--- src/rtl/alu_addsub_acc.sv ---
// alu_addsub_acc: registered signed add/sub/accumulate slice with saturation, overflow and sticky flags
module alu_addsub_acc #(
   parameter int LEN = 8
) (
   input  logic                  i_clk,
   input  logic                  i_rst,
   input  logic                  i_valid,
   output logic                  o_ready,
   input  logic signed [LEN-1:0] i_a,
   input  logic signed [LEN-1:0] i_b,
   input  logic        [1:0]     i_mode,
   input  logic                  i_sat,
   input  logic                  i_clr_flags,
   output logic                  o_valid,
   input  logic                  i_ready,
   output logic signed [LEN-1:0] o_sum,
   output logic                  o_carry,
   output logic                  o_ovf_sticky,
   output logic signed [LEN-1:0] o_acc
);
   localparam logic [1:0] MODE_SUB = 2'b01;
   localparam logic [1:0] MODE_LOAD = 2'b11;
   localparam logic signed [LEN-1:0] SAT_MAX = {1'b0, {(LEN-1){1'b1}}};
   localparam logic signed [LEN-1:0] SAT_MIN = {1'b1, {(LEN-1){1'b0}}};
   logic                  valid_q, valid_d;
   logic signed [LEN-1:0] sum_q, sum_d;
   logic                  carry_q, carry_d;
   logic                  sticky_q, sticky_d;
   logic signed [LEN-1:0] acc_q, acc_d;
   logic                  accept;
   logic signed [LEN:0]   ext_l, ext_r, res_x;
   logic                  ovf;
   logic signed [LEN-1:0] res;
   assign o_ready      = !valid_q || i_ready;
   assign accept       = i_valid && o_ready;
   assign o_valid      = valid_q;
   assign o_sum        = sum_q;
   assign o_carry      = carry_q;
   assign o_ovf_sticky = sticky_q;
   assign o_acc        = acc_q;
   // exact LEN+1 bit result, overflow detection and wrap/saturate selection
   always_comb begin
      ext_l = i_mode[1] ? {acc_q[LEN-1], acc_q} : {i_a[LEN-1], i_a};
      ext_r = i_mode[1] ? {i_a[LEN-1], i_a} : {i_b[LEN-1], i_b};
      res_x = (i_mode == MODE_SUB) ? ext_l - ext_r : ext_l + ext_r;
      ovf   = (i_mode != MODE_LOAD) && (res_x[LEN] != res_x[LEN-1]);
      res   = (i_mode == MODE_LOAD) ? i_a :
              (ovf && i_sat) ? (res_x[LEN] ? SAT_MIN : SAT_MAX) : res_x[LEN-1:0];
   end
   // next state: capture on accept, drain when downstream takes the result, set beats clear on sticky
   always_comb begin
      valid_d  = accept || (valid_q && !i_ready);
      sum_d    = accept ? res : sum_q;
      carry_d  = accept ? ovf : carry_q;
      acc_d    = (accept && i_mode[1]) ? res : acc_q;
      sticky_d = (accept && ovf) || (sticky_q && !i_clr_flags);
   end
   // state registers with asynchronous reset dropping any in-flight result
   always_ff @(posedge i_clk or posedge i_rst) begin
      if (i_rst) begin
         valid_q  <= 1'b0;
         sum_q    <= '0;
         carry_q  <= 1'b0;
         sticky_q <= 1'b0;
         acc_q    <= '0;
      end else begin
         valid_q  <= valid_d;
         sum_q    <= sum_d;
         carry_q  <= carry_d;
         sticky_q <= sticky_d;
         acc_q    <= acc_d;
      end
   end
endmodule

--- config.mk ---
export PLATFORM = sky130hd
export DESIGN_NAME = alu_addsub_acc
export DESIGN_NICKNAME = d
export VERILOG_FILES = /design/src/rtl/alu_addsub_acc.sv
export SDC_FILE = /design/constraint.sdc
export NUM_CORES = 1
export LEC_CHECK = 0
export ABC_AREA = 0
export BUFFER_PORTS_ARGS = -buffer_cell sky130_fd_sc_hd__buf_2
export CAP_MARGIN = 20
export CORE_MARGIN = 1
export CORE_UTILIZATION = 30
export DETAILED_ROUTE_END_ITERATION = 12
export HOLD_SLACK_MARGIN = 0.1
export PLACE_DENSITY = 0.61
export REMOVE_ABC_BUFFERS = 1
export SLEW_MARGIN = 20
export SYNTH_ARGS = -nofsm -noshare
export SYNTH_HDL_FRONTEND = slang
export SYNTH_SLANG_ARGS = --single-unit
export TNS_END_PERCENT = 1
--- constraint.sdc ---
create_clock -name i_clk -period 3.77 [get_ports i_clk]
set_clock_uncertainty 0.15 [all_clocks]
set_input_delay 0.754 -clock i_clk [delete_from_list [all_inputs] [get_ports i_clk]]
set_output_delay 0.754 -clock i_clk [all_outputs]
set_load 0.02 [all_outputs]
## After elaboration in Yosys (flattened, before gate mapping)

Index checks and enable logic that the tools add are counted.

| storage, ports and cells | value |
|---|---|
| register bits after elaboration | 19 |
| bits in latches | 0 |
| RAM bits | 0 |
| memory bits (read-only) | 0 |
| bits of input ports | 24 |
| output and inout bits | 20 |
| word-level logic and storage cells | 30 |
| memories | 0 |

| operators by class | value |
|---|---|
| add/sub/neg operators | 2 |
| multipliers | 0 |
| divide/modulo/power cells | 0 |
| $lt $le $gt $ge | 0 |
| equality and inequality tests | 4 |
| shift operators | 0 |
| multiplexer cells | 6 |
| bitwise logic cells | 0 |
| reduce and logical (&&, ||, !) cells | 13 |

Operators with widths:

| kind | number |
|---|---|
| $mux 9 | 3 |
| $mux 8 | 3 |
| $add 9x9->9 | 1 |
| $sub 9x9->9 | 1 |
| $logic_and 1x1->1 | 7 |
| $logic_not 1->1 | 3 |
| $logic_or 1x1->1 | 3 |
| $eq 2x1->1 const B | 1 |
| $eq 2x2->1 const B | 1 |
| $ne 2x2->1 const B | 1 |
| $ne 1x1->1 | 1 |

## Depth between registers and ports, before layout

| logic depth | value |
|---|---|
| word-level depth | 8 |
| depth in mapped cells | 20 |
| mapped depth without buffers | 15 |

## Least setup slack after synthesis

OpenSTA, ideal clock, no wires.

| path | value |
|---|---|
| kind | input-to-reg |
| start | input port i_mode[1] |
| end | register sum_q[6], in the netlist o_sum[6] |
| library setup time | 0.125 ns |
| data arrival time | 4.275 ns |
| required time | 3.495 ns |
| slack | -0.779 ns |
| stages on the path | 19 |
| buffers on the path | 4 |
| cells stage by stage | buf_6 -> clkbuf_1 -> clkbuf_1 -> mux2i_1 -> ha_1 -> o21a_1 -> o21ai_0 -> nand2b_1 -> xnor2_1 -> o21ai_0 -> ha_1 -> clkbuf_2 -> a21oi_1 -> nand2_1 -> a31oi_2 -> nor4_1 -> o311ai_1 -> o311ai_1 -> mux2_2 |

| on the way | value |
|---|---|
| cells in the longest elaborated chain, start to end | 8 |
| elaborated cells on any way between the ends | 14 |
| those cells by class | add/sub: 2; eq/ne: 4; mux: 6; reduce/logical: 2 |

RTL lines:

| what | line | RTL |
|---|---|---|
| start: declaration | 11 | `input logic [1:0] i_mode,` |
| $mux 9, on equally long branches | 43, 44 |  |
| $add 9x9->9 / $sub 9x9->9 (equally long branches) | 45 | `res_x = (i_mode == MODE_SUB) ? ext_l - ext_r : ext_l + ext_r;` |
| $mux 9 | 45 |  |
| $ne 1x1->1 | 46 | `ovf = (i_mode != MODE_LOAD) && (res_x[LEN] != res_x[LEN-1]);` |
| $logic_and 1x1->1 | 46 |  |
| $logic_and 1x1->1 | 48 | `(ovf && i_sat) ? (res_x[LEN] ? SAT_MIN : SAT_MAX) : res_x[LEN-1:0];` |
| $mux 8 | 48 |  |
| $mux 8 (*) | 47 | `res = (i_mode == MODE_LOAD) ? i_a :` |
| end signal: assignment | 68 | `sum_q <= sum_d;` |
| end: declaration | 26 | `logic signed [LEN-1:0] sum_q, sum_d;` |

Mark *: on every way between the ends. The rest lies on a longest branch, timed or not.
A chain may end at the register's enable or synchronous reset.

## Final worst setup path

| path | value |
|---|---|
| start | input port i_mode[1] |
| end | register acc_q[4], in the netlist o_acc[4] |

| on the way | value |
|---|---|
| cells in the longest elaborated chain, start to end | 8 |
| elaborated cells on any way between the ends | 15 |
| those cells by class | add/sub: 2; eq/ne: 4; mux: 6; reduce/logical: 3 |

RTL lines:

| what | line | RTL |
|---|---|---|
| $mux 9, on equally long branches | 43, 44 |  |
| $add 9x9->9 / $sub 9x9->9 (equally long branches) | 45 |  |
| $mux 9 | 45 |  |
| $ne 1x1->1 | 46 |  |
| $logic_and 1x1->1 | 46 |  |
| $logic_and 1x1->1 | 48 |  |
| $mux 8 | 48 |  |
| $mux 8 | 47 |  |
| end signal: assignment | 65 | `acc_q <= '0;` |
| end signal: assignment | 71 | `acc_q <= acc_d;` |
| end: declaration | 29 | `logic signed [LEN-1:0] acc_q, acc_d;` |

Several ways; a longest one is shown, not always the timed one.

==> flow_metrics.env <==
export IMPL_ys_warn_count=0
export IMPL_hp_start="o_sum[7]"
export IMPL_drive_gt1_frac=0.445
export IMPL_portBuffers=43
export IMPL_hp_class="reg -> reg"
export IMPL_tightest_slew_ps=858
export IMPL_cpLargestDelayFamily="compound AO/OA/AOI/OAI gates"
export IMPL_worstRegToRegCells=10
export IMPL_grt_setup_unrepaired="true"
export IMPL_dieArea_mm2=0.00681
export IMPL_cp_cell_sequence="buf_12 > buf_4 > nor3_1 > o21a_1 > nand2_2 > nor2_1 > nor2_1 > xor2_1 > o21ai_0 > ha_1 > nor4_1 > o211ai_1 > o311a_4 > buf_4 > mux2i_1 > o32ai_1 > mux2_2"
export IMPL_drt_antenna_violating_nets=0
export IMPL_worstSetupStartpointType="input port"
export IMPL_syn_area_per_cell_um2=8.45
export IMPL_wl_um=5790
export IMPL_p_leak_nw=1.30
export IMPL_synth_ff_type="dfrtp_1"
export IMPL_netlist_instances=230
export IMPL_grt_overflow_total=0
export IMPL_clk_pin_slew_ps=70
export IMPL_failed_checks="negative setup slack"
export IMPL_ctsLongestPathBuffers=2
export IMPL_track_usage=0.165
export IMPL_setup_slack_ps=-37.6
export IMPL_via_count=2025
export IMPL_clkSinkCount=19
export IMPL_maxCapViolations=0
export IMPL_cts_htree_levels=1
export IMPL_die_h_um=82.5
export IMPL_drtIter0Drc=71
export IMPL_cp_end_kind="flip-flop"
export IMPL_required_ps=3770
export IMPL_viasPerCell=5.14
export IMPL_grt_max_degree=20
export IMPL_reg2reg_slack_ps=720
export IMPL_synth_cell_type_count=54
export IMPL_final_nets=354
export IMPL_peakVddDrop_mv=0.377
export IMPL_start_util=0.319
export IMPL_worstHoldPathCells=2
export IMPL_synth_edf_count=0
export IMPL_ys_seq_area_frac=0.245
export IMPL_slew_violations=0
export IMPL_grt_pass1_vias=1767
export IMPL_worstSkewPairLatency_ps=260
export IMPL_period_needed_ps=3810
export IMPL_wl_per_cell_um=14.7
export IMPL_async_reset_ff_frac=1.00
export IMPL_final_util=0.468
export IMPL_netlist_area_mm2=0.00194
export IMPL_r2r_end="o_acc[6]"
export IMPL_num_io_pins=44
export IMPL_criticalPathCategory="in -> reg"
export IMPL_worstPathArrival_ps=3800
export IMPL_firstDrtPassIters=4
export IMPL_gr_usage_met2=0.280
export IMPL_ys_seq_elements=19
export IMPL_top_usage_layer="met2"
export IMPL_cp_max_fo=6
export IMPL_grt_pass1_wl_um=8490
export IMPL_power_density_mw_per_mm2=588
export IMPL_mostFrequentLayoutCell="buf_4"
export IMPL_fmax_ghz=0.263
export IMPL_cts_buffers=3
export IMPL_antenna_found_initial=0
export IMPL_drc_errors=0
export IMPL_std_cell_rows=28
export IMPL_core_area_mm2=0.00610
export IMPL_slowest_delay_ps=300
export IMPL_setup_viol_count_final=4
export IMPL_place_ws_ps=-442
export IMPL_cts_root_buf="clkbuf_8"
export IMPL_met3_usage=0.0242
export IMPL_worst_path_max_delay_cell="ha_1"
export IMPL_worstReg2RegStart="o_acc[1]"
export IMPL_cp_buffers_inverters=3
export IMPL_die_w_um=82.5
export IMPL_hold_end="o_sum[7]"
export IMPL_tns_ps=-123
export IMPL_area_growth_pct=46.8
export IMPL_fin_crit_sh=1.01
export IMPL_place_congestion=0.889
export IMPL_status="finished with violations"
export IMPL_antenna_cells=0
export IMPL_grt_met1_usage=0.221
export IMPL_final_cell_mix="buf_4, buf_2, nand2_1"
export IMPL_relSlewSlack=0.422
export IMPL_dp_hpwl_um=4280
export IMPL_tritoncts="done"
export IMPL_nFillCells=609
export IMPL_hold_viol=0
worst max-delay path by stage:
stage	start	endpoint	slack (ps)	depth (start not counted)
after CTS	i_mode[1]	o_acc[3]	-20	15
after global placement	i_mode[1]	o_acc[0]	-340	17
after global routing	i_mode[1]	o_sum[6]	-200	16
after detailed placement	i_mode[1]	o_acc[4]	-440	15
after floorplan	i_mode[1]	o_sum[6]	-7	15
final	i_mode[1]	o_acc[4]	-40	17
worst register-to-register path, delay by kind of cell (launching register included):
kind / cells / cell delay, ps
AO/OA/AOI/OAI: 5 / 1060
XOR/XNOR: 1 / 120
adder cells (fa/ha/maj): 1 / 460
buffers and inverters: 1 / 170
flip-flops: 1 / 400
multiplexers: 2 / 590
where the power goes:
part	internal (mW)	switching [mW]	total, mW
Sequential	0.289	0.0545	0.343
Combinational	0.573	0.618	1.19
Clock	0.0753	0.0668	0.142
Total	0.937	0.739	1.68
layer usage:
| layer | share of wire | up-vias | wire length (µm) |
|---|---|---|---|
| li1 | - | 1020 | - |
| met1 | 0.44 | 941 | 2560 |
| met2 | 0.48 | 53 | 2800 |
| met3 | 0.053 | 11 | 306 |
| met4 | 0.021 | 0 | 122 |
| met5 | 0 | - | 0 |
cells in the mapped netlist (2+ instances only):
cell | count | share of area
inv_1 | 7 | 0.014
dfrtp_1 | 19 | 0.24
o21a_1 | 4 | 0.015
nand2b_1 | 6 | 0.019
ha_1 | 9 | 0.058
nor3_1 | 8 | 0.021
nor3b_1 | 2 | 0.0077
a21o_1 | 4 | 0.015
a21oi_1 | 3 | 0.0077
a31oi_1 | 7 | 0.023
o311ai_1 | 2 | 0.0090
o31ai_1 | 4 | 0.015
o32ai_1 | 2 | 0.0090
clkbuf_1 | 8 | 0.015
o21ai_0 | 15 | 0.039
mux2i_1 | 8 | 0.041
nor4_1 | 2 | 0.0064
or3_1 | 2 | 0.0064
xnor2_1 | 10 | 0.045
nor2_1 | 21 | 0.041
mux2_2 | 10 | 0.058
a41oi_1 | 2 | 0.0090
nor2b_1 | 4 | 0.013
nand3_1 | 2 | 0.0051
and2_1 | 2 | 0.0064
nand2_1 | 28 | 0.054
o21bai_1 | 3 | 0.012
o211ai_1 | 2 | 0.0077
xor2_1 | 9 | 0.041
what timing repair did:
item                                    CTS  global route
endpoints found under the setup margin   16            18
buffers inserted                          2             4
hold buffers                              0             0
gates resized for setup                   8            36
pin swaps                                 6            18
cloned                                    0             1
kinds of logic (layout without fill, tap and decap cells):
family,Yosys count,count (layout),share of synthesized area
fa+ha+maj,10,10,0.0682
flops,19,19,0.245
xor+xnor,20,20,0.0940
mux,19,19,0.106
simple gates,84,84,0.221
buf+inv,18,106,0.0399
compound gates,60,61,0.226
stage by stage:
step | total power [mW] | hold WS, ps | area [µm²] | std cells
after global placement | 1.33 | 312 | 2550 | 383
final | 1.68 | 325 | 2850 | 394
after CTS | 1.51 | 337 | 2640 | 389
after floorplan | 0.974 | 435 | 1890 | 219
after detailed placement | 1.34 | 320 | 2550 | 383
after global routing | 1.79 | 359 | 2850 | 394
flip-flops by register name, indices dropped and copies added (netlist names):
name          cells
o_acc             8
o_carry           1
o_ovf_sticky      1
o_sum             8
o_valid           1
area by class of cell:
type	instances	area [µm²]	area share
Clock buffer	4	45.0	0.0158
Tap cell	75	93.8	0.0329
Inverter	7	26.3	0.00921
Timing Repair Buffer	95	628	0.220
Sequential cell	19	475	0.167
Multi-Input combinational cell	194	1590	0.555
Note: power is estimated with default switching activity, not from simulation.
